==> src/rtl/fetch_stage.sv <==
// Instruction fetch stage: PC register, branch/jump redirect and the IF/ID pipeline register.
// Priority at each edge is reset, then redirect, then stall, then instruction-memory wait.
module fetch_stage #(
    parameter logic [31:0] RESET_PC  = 32'h0000_0000,
    parameter logic [31:0] NOP_INSTR = 32'h0000_0000
) (
    input  logic        clk,
    input  logic        reset,
    input  logic        stall,
    input  logic        branch,
    input  logic        zero,
    input  logic        jump,
    input  logic [31:0] ex_pc4,
    input  logic [31:0] branch_offset,
    input  logic [25:0] jump_index,
    output logic [31:0] imem_addr,
    input  logic [31:0] imem_rdata,
    input  logic        imem_ready,
    output logic [31:0] if_id_instr,
    output logic [31:0] if_id_pc4,
    output logic        if_id_valid,
    output logic [5:0]  opcode,
    output logic [31:0] fetch_count
);

    localparam logic [31:0] ResetPcAligned = {RESET_PC[31:2], 2'b00};

    logic [31:0] pc_q, pc_d;
    logic [31:0] instr_q, instr_d;
    logic [31:0] pc4_q, pc4_d;
    logic        valid_q, valid_d;
    logic [31:0] count_q, count_d;

    logic [31:0] pc4;
    logic        br_taken;
    logic        redirect;
    logic [31:0] branch_sum;
    logic [31:0] branch_target;
    logic [31:0] jump_target;
    logic [31:0] target;

    assign pc4           = pc_q + 32'd4;
    assign br_taken      = branch & zero;
    assign redirect      = br_taken | jump;
    assign branch_sum    = ex_pc4 + {branch_offset[29:0], 2'b00};
    // Low bits forced to zero so the PC stays word aligned whatever ex_pc4 holds.
    assign branch_target = {branch_sum[31:2], 2'b00};
    assign jump_target   = {ex_pc4[31:28], jump_index, 2'b00};
    assign target        = jump ? jump_target : branch_target;

    always_comb begin
        pc_d    = pc_q;
        instr_d = instr_q;
        pc4_d   = pc4_q;
        valid_d = valid_q;
        count_d = count_q;
        if (redirect) begin
            pc_d    = target;
            valid_d = 1'b0;
            instr_d = NOP_INSTR;
        end else if (!stall) begin
            if (!imem_ready) begin
                valid_d = 1'b0;
                instr_d = NOP_INSTR;
            end else begin
                instr_d = imem_rdata;
                pc4_d   = pc4;
                valid_d = 1'b1;
                pc_d    = pc4;
                count_d = count_q + 32'd1;
            end
        end
    end

    always_ff @(posedge clk) begin
        if (reset) begin
            pc_q    <= ResetPcAligned;
            instr_q <= NOP_INSTR;
            pc4_q   <= ResetPcAligned + 32'd4;
            valid_q <= 1'b0;
            count_q <= 32'd0;
        end else begin
            pc_q    <= pc_d;
            instr_q <= instr_d;
            pc4_q   <= pc4_d;
            valid_q <= valid_d;
            count_q <= count_d;
        end
    end

    assign imem_addr   = pc_q;
    assign if_id_instr = instr_q;
    assign if_id_pc4   = pc4_q;
    assign if_id_valid = valid_q;
    assign fetch_count = count_q;
    assign opcode      = valid_q ? instr_q[31:26] : NOP_INSTR[31:26];

endmodule

==> config.mk <==
export PLATFORM = sky130hd
export DESIGN_NAME = fetch_stage
export DESIGN_NICKNAME = d
export VERILOG_FILES = /design/src/rtl/fetch_stage.sv
export SDC_FILE = /design/constraint.sdc
export NUM_CORES = 1
export LEC_CHECK = 0
export BUFFER_PORTS_ARGS = -buffer_cell sky130_fd_sc_hd__buf_2
export CORE_AREA = 2 2 144 216
export CTS_BUF_LIST = sky130_fd_sc_hd__clkbuf_8 sky130_fd_sc_hd__clkbuf_16
export CTS_CLUSTER_SIZE = 8
export DETAILED_ROUTE_END_ITERATION = 10
export DIE_AREA = 0 0 146 218
export GPL_TIMING_DRIVEN = 1
export PLACE_DENSITY = 0.45
export SLEW_MARGIN = 20
export SYNTH_ARGS = -nofsm -noshare
export SYNTH_HDL_FRONTEND = slang
export SYNTH_SLANG_ARGS = --single-unit
export TNS_END_PERCENT = 50
==> constraint.sdc <==
create_clock -name clk -period 4.7 [get_ports clk]
set_clock_uncertainty 0.1 [all_clocks]
set_input_delay 0.235 -clock clk [delete_from_list [all_inputs] [get_ports clk]]
set_output_delay 0.235 -clock clk [all_outputs]
set_load 0.01 [all_outputs]
After elaboration in Yosys (flattened, before gate mapping)
Index checks and enable logic that the tools add are counted.
{"block": "totals", "regBits": 129, "in_bits": 129, "latch_bits": 0, "ramBits": 0, "rom_bits": 0, "output_inout_bits": 135, "memories": 0}
{"block": "op_classes", "multipliers": 0, "n_mux": 7, "n_eq_ne": 1, "add_sub_neg": 3, "order_cmp": 0, "shifts": 0, "n_div": 0, "bitwise": 4, "n_reduce_logical": 4}
{"cell": "32-bit two-way mux", "count": 5}
{"cell": "32-bit by 1-bit adder with 32-bit output, second input constant", "count": 1}
{"cell": "32-bit by 3-bit adder with 32-bit output, second input constant", "count": 1}
{"cell": "32-bit adder", "count": 1}
{"cell": "6-bit two-way mux", "count": 1}
{"cell": "3-bit AND reduction", "count": 1}
{"cell": "2-bit by 1-bit inequality test with 1-bit output, second input constant", "count": 1}
{"cell": "1-bit NOT", "count": 2}
{"cell": "2-bit AND reduction", "count": 1}
{"cell": "2-bit nonzero test", "count": 1}
{"cell": "2-bit OR reduction", "count": 1}
{"cell": "1-bit bitwise AND", "count": 1}
{"cell": "1-bit two-way mux", "count": 1}
{"cell": "1-bit bitwise OR", "count": 1}

Logic depth before layout (Yosys ltp)
{"block": "depth", "depth_word": 4, "depth_mapped": 10, "mapped_depth_nobuf": 10}

Worst setup path before layout
Ideal clock, no wire load.
{"block": "synth_timing", "path_kind": "input port to flip-flop", "startpoint": "in ex_pc4[2]", "endpoint": "reg pc_q[26] (netlist: imem_addr[26])", "setup_time_ps": 131, "path_buffers": 0, "t_arrival_ps": 2554, "t_required_ps": 4469, "path_stages": 10, "slack_ps": 1915, "cell_sequence": "ha_1 -> fa_1 -> a211oi_1 -> o21ai_0 -> a41oi_1 -> o211ai_1 -> a21boi_0 -> o21ai_0 -> xnor2_1 -> o22ai_1"}
{"block": "synth_between", "elab_chain_len": 3}
{"item": "start: declaration", "line": "13", "rtl": "input logic [31:0] ex_pc4,"}
{"item": "32-bit adder", "line": "45", "rtl": "assign branch_sum = ex_pc4 + {branch_offset[29:0], 2'b00};"}
{"item": "32-bit two-way mux", "line": "49", "rtl": "assign target = jump ? jump_target : branch_target;"}
{"item": "32-bit two-way mux", "line": "57", "rtl": "if (redirect) begin"}
{"item": "end signal: assignment", "line": "77", "rtl": "pc_q <= ResetPcAligned;"}
{"item": "end signal: assignment", "line": "83", "rtl": "pc_q <= pc_d;"}
{"item": "end: declaration", "line": "28", "rtl": "logic [31:0] pc_q, pc_d;"}
Every way passes these cells.
A chain may end at the register's enable or synchronous reset.

Worst setup path in the final report
{"block": "layout_timing", "startpoint": "reg pc_q[11] (netlist: imem_addr[11])", "endpoint": "reg pc_q[31] (netlist: imem_addr[31])"}
{"block": "layout_between", "elab_chain_len": 4}
{"item": "32-bit by 3-bit adder with 32-bit output", "line": "42", "rtl": "assign pc4 = pc_q + 32'd4;"}
{"item": "32-bit two-way mux", "line": "62", "rtl": "if (!imem_ready) begin"}
{"item": "32-bit two-way mux", "line": "61", "rtl": "end else if (!stall) begin"}
{"item": "32-bit two-way mux", "line": "57"}
Every way passes these cells. The select of a mux whose other input is x is not followed.

==> results.rst <==
.. list-table::
   :header-rows: 1

   * - Metric
     - Value
   * - Count of hold-fix buffers inserted at cts
     - 52
   * - Number of buffers on the longest clock path
     - 2
   * - Antenna violation net count after detailed routing
     - 0
   * - Startpoint type of the worst setup path
     - flop
   * - Clock net sink count
     - 125
   * - Crit path arrival time
     - about 3.2 ns
   * - Ordered cell list for the critical path
     - nand4_4 -> nor4_4 -> nand4_4 -> nor4_4 -> xnor2_1 -> a221o_1 -> a31o_1 -> a311oi_1
   * - Final standard cell utilization of the core
     - roughly a third
   * - GRT Util Overall
     - roughly 16%
   * - Number of cells produced by synthesis
     - roughly 900
   * - Clock-pin slew reported for the worst setup and hold paths after clock tree synthesis
     - roughly 0.06 ns
   * - Post-CTS sizing
     - 0
   * - Top-level I/O count
     - ~260
   * - Clock latency on the worst-skew pair
     - between 0.4 and 0.5 ns
   * - Die height
     - between 200 and 250 um
   * - Dpl hpwl
     - around 20,000 um
   * - Layout fillers
     - around 3,300
   * - Post-Layout Cell Count
     - 1,608
   * - Setup repair after global routing missed its margin
     - no
   * - Library cell with the highest instance count after synthesis
     - sky130_fd_sc_hd__nor2_1
   * - DRT iter0 DRCs
     - roughly 380
   * - Count of maximum capacitance violations
     - 0
   * - Total overflow reported by the global router
     - 0
   * - Worst Hold Class
     - primary input to flop
   * - Cell with the largest stage delay on the worst path
     - sky130_fd_sc_hd__dfxtp_1
   * - Transition time of the tightest slew-check pin
     - ~1.0 ns
   * - Total number of placement rows
     - between 70 and 80
   * - Register bit count reported by yosys
     - about 130
   * - # diodes
     - 0
   * - Maximum number of pins on one net before global-route repair
     - 63
   * - Area share of the largest cell type after synthesis
     - between 30% and 40%
   * - Wire length of the first global-routing pass
     - about 40,000 um
   * - DIE WIDTH
     - approximately 150 um
   * - Post-CTS setup buffer count
     - 0
   * - Period utilization
     - slightly above 60%
   * - Max Freq
     - approximately 340 MHz
   * - Number of antenna violations at the first check in global routing
     - 0
   * - DP Cell Count
     - roughly 1,500
   * - Crit path required time
     - ~5.0 ns
   * - Initial standard-cell utilization of the core
     - between 20% and 30%
   * - Die area
     - 31,800 um2
   * - Sequential share of the synthesized area
     - roughly 34%
   * - Ys Warns
     - 0
   * - Final-report setup violation count
     - 0
   * - Mapped Avg Cell Area
     - between 8 and 9 um2
   * - Path type of the worst setup path
     - flop to flop
   * - Cell type with the largest total area after synthesis
     - sky130_fd_sc_hd__dfxtp_1
   * - Critical path capture point type
     - flop
   * - Via count of the first global-routing pass
     - 7,205
   * - Final design instance area without fill
     - 10,000 um2
   * - Synth Flop Type
     - sky130_fd_sc_hd__dfxtp_1
   * - Worst VDD drop
     - approximately 0.23 mV
   * - Count of buffers inserted at the top-level ports
     - ~260
   * - Area added between synthesis and finish
     - 36.5%
   * - Run status
     - complete, no violations
   * - Smallest setup slack after layout
     - approximately 1.8 ns
   * - Number of detailed-routing iterations run before antenna repair
     - 6
   * - Slowest cell delay on critical path
     - around 0.6 ns
   * - Number of enable flip-flop cells after synthesis
     - 0
   * - Synthesized area
     - 7350 um2
   * - Async SR Flop Fraction
     - 0%
   * - Via count of the routed design
     - approximately 7,600
   * - Deepest level of the CTS H-tree
     - 4
   * - Number of max-slew violations in the final report
     - 0
   * - Fin Setup TNS
     - 0 ns
   * - Min cycle time layout
     - roughly 3 ns
   * - Global placer's final weighted congestion
     - between 0.8 and 0.9
   * - Vias per cell
     - approximately 4.7
   * - Count of distinct cell types in the synthesized netlist
     - 76
   * - Routed WL
     - 25,900 um
   * - Place WS
     - between 1 and 1.5 ns
   * - Layout cells sized above 1
     - approximately a quarter
   * - Dominant cells by area after synthesis
     - sky130_fd_sc_hd__dfxtp_1 (34%), sky130_fd_sc_hd__nor2_1 (6.9%), sky130_fd_sc_hd__xor2_1 (6.3%)
   * - Static Leakage
     - between 4 and 5 nW
   * - Inserted Clock Buffers
     - 17
   * - Largest fanout on the critical path
     - 9
   * - Core area
     - 30,100 um2
   * - Root Buffer
     - sky130_fd_sc_hd__clkbuf_16
   * - Relative max-transition margin
     - a little under a third
   * - Area of placed instances
     - ~9000 um2
   * - DRC violation count after routing
     - 0
   * - Final routed wire length divided by cell count
     - ~16 um
   * - Total power per unit cell area
     - 294 nW/um2
   * - Clock tree from TritonCTS
     - done
   * - Number of nets in the layout
     - about 1,400
   * - Top post-synthesis cells by count
     - sky130_fd_sc_hd__nor2_1 (136), sky130_fd_sc_hd__dfxtp_1 (125), sky130_fd_sc_hd__nand2_1 (80), sky130_fd_sc_hd__a21oi_1 (59), sky130_fd_sc_hd__xor2_1 (53)
   * - Count of endpoints failing hold in the final timing report
     - 0
-- cell usage in the layout, fill, tap and decap left out, types with 7 or more instances in the layout --
| cell type | count |
|---|---|
| sky130_fd_sc_hd__a211oi_1 | 36 |
| sky130_fd_sc_hd__xnor2_1 | 42 |
| sky130_fd_sc_hd__nor4_1 | 7 |
| sky130_fd_sc_hd__nor2_1 | 135 |
| sky130_fd_sc_hd__o21ai_0 | 35 |
| sky130_fd_sc_hd__o22ai_1 | 9 |
| sky130_fd_sc_hd__buf_4 | 10 |
| sky130_fd_sc_hd__and2_1 | 11 |
| sky130_fd_sc_hd__ha_1 | 31 |
| sky130_fd_sc_hd__nand4_1 | 14 |
| sky130_fd_sc_hd__nand2_1 | 79 |
| sky130_fd_sc_hd__xor2_1 | 53 |
| sky130_fd_sc_hd__nor3_1 | 15 |
| sky130_fd_sc_hd__a21oi_1 | 59 |
| sky130_fd_sc_hd__a22oi_1 | 34 |
| sky130_fd_sc_hd__or3_1 | 11 |
| sky130_fd_sc_hd__a21o_1 | 9 |
| sky130_fd_sc_hd__buf_2 | 255 |
| sky130_fd_sc_hd__inv_1 | 13 |
| sky130_fd_sc_hd__dfxtp_1 | 125 |
| sky130_fd_sc_hd__nand3_1 | 35 |
| sky130_fd_sc_hd__and3_1 | 14 |
| sky130_fd_sc_hd__clkbuf_16 | 17 |
| sky130_fd_sc_hd__dlygate4sd3_1 | 52 |
| sky130_fd_sc_hd__a311oi_1 | 7 |
-- power by group --
| part | internal [mW] | switching, mW | leakage (nW) | total, mW |
|---|---|---|---|---|
| Combinational | 0.248 | 0.314 | 3.00 | 0.563 |
| Clock | 0.737 | 0.500 | 0.270 | 1.24 |
| Sequential | 1.10 | 0.0530 | 1.02 | 1.15 |
-- worst paths after layout --
path,start,end,slack (ns),depth (start not counted)
worst max-delay path,imem_addr[11]$_SDFFE_PP0P_,imem_addr[31]$_SDFFE_PP0P_,1.78,8
worst min register to register,if_id_pc4[3]$_SDFFE_PP0P_,if_id_pc4[3]$_SDFFE_PP0P_,0.36,2
worst min-delay path,jump_index[25],imem_addr[27]$_SDFFE_PP0P_,0.02,3
worst max register to register,imem_addr[11]$_SDFFE_PP0P_,imem_addr[31]$_SDFFE_PP0P_,1.78,8
-- per-stage QoR --
stage / power [mW] / hold slack [ns]
3_3_place_gp: 1.71 / 0.349
3_5_place_dp: 1.71 / 0.351
4_1_cts: 3.00 / 0.000134
5_1_grt: 3.10 / 0.0156
6_report: 2.95 / 0.0224
2_1_floorplan: 1.50 / 0.241
-- kinds of logic (layout without fill, tap and decap cells) --
logic type,after synthesis,count (layout),synth area share [%]
compound gates,232,232,21.0
xor+xnor,95,95,11.3
fa+ha+maj,32,32,5.55
buf+inv,71,363,4.42
flops,125,125,34.0
mux,3,3,0.425
other cells,1,4,0.0510
simple gates,354,354,23.2
-- worst max-delay path: cells and delay by family, from the launching register on --
kind                      cells  cell delay (ns)
DFF                           1             0.59
AOI/OAI and AO/OA             3             0.76
and+or+nand+nor               4             1.26
xor gates and xnor gates      1             0.10
-- layout make-up --
class / instances / area [um2] / share of cell area (%)
tap: 400 / 500 / 4.99
sequential: 125 / 2500 / 24.9
timing repair buffer: 317 / 1870 / 18.6
clock buffer: 22 / 494 / 4.92
clock inverter: 10 / 63.8 / 0.636
multi-input combinational: 720 / 4550 / 45.4
inverter: 14 / 52.6 / 0.524
-- layer usage --
metal	vias to the layer above	part of all wire [%]	global-route usage, %	wire, um
li1	3837	-	-	-
met1	3488	42	18.2	10900
met2	226	51	28.7	13200
met3	35	4.7	3.26	1230
met4	0	2.5	6.60	644
met5	-	0	0	0
-- state kept, by name, summed over array words and instances, names as in the netlist --
| name | cells |
|---|---|
| if_id_pc4 | 30 |
| fetch_count | 32 |
| imem_addr | 30 |
| if_id_valid | 1 |
| if_id_instr | 32 |
No activity file was read; power rests on OpenSTA's default activity.
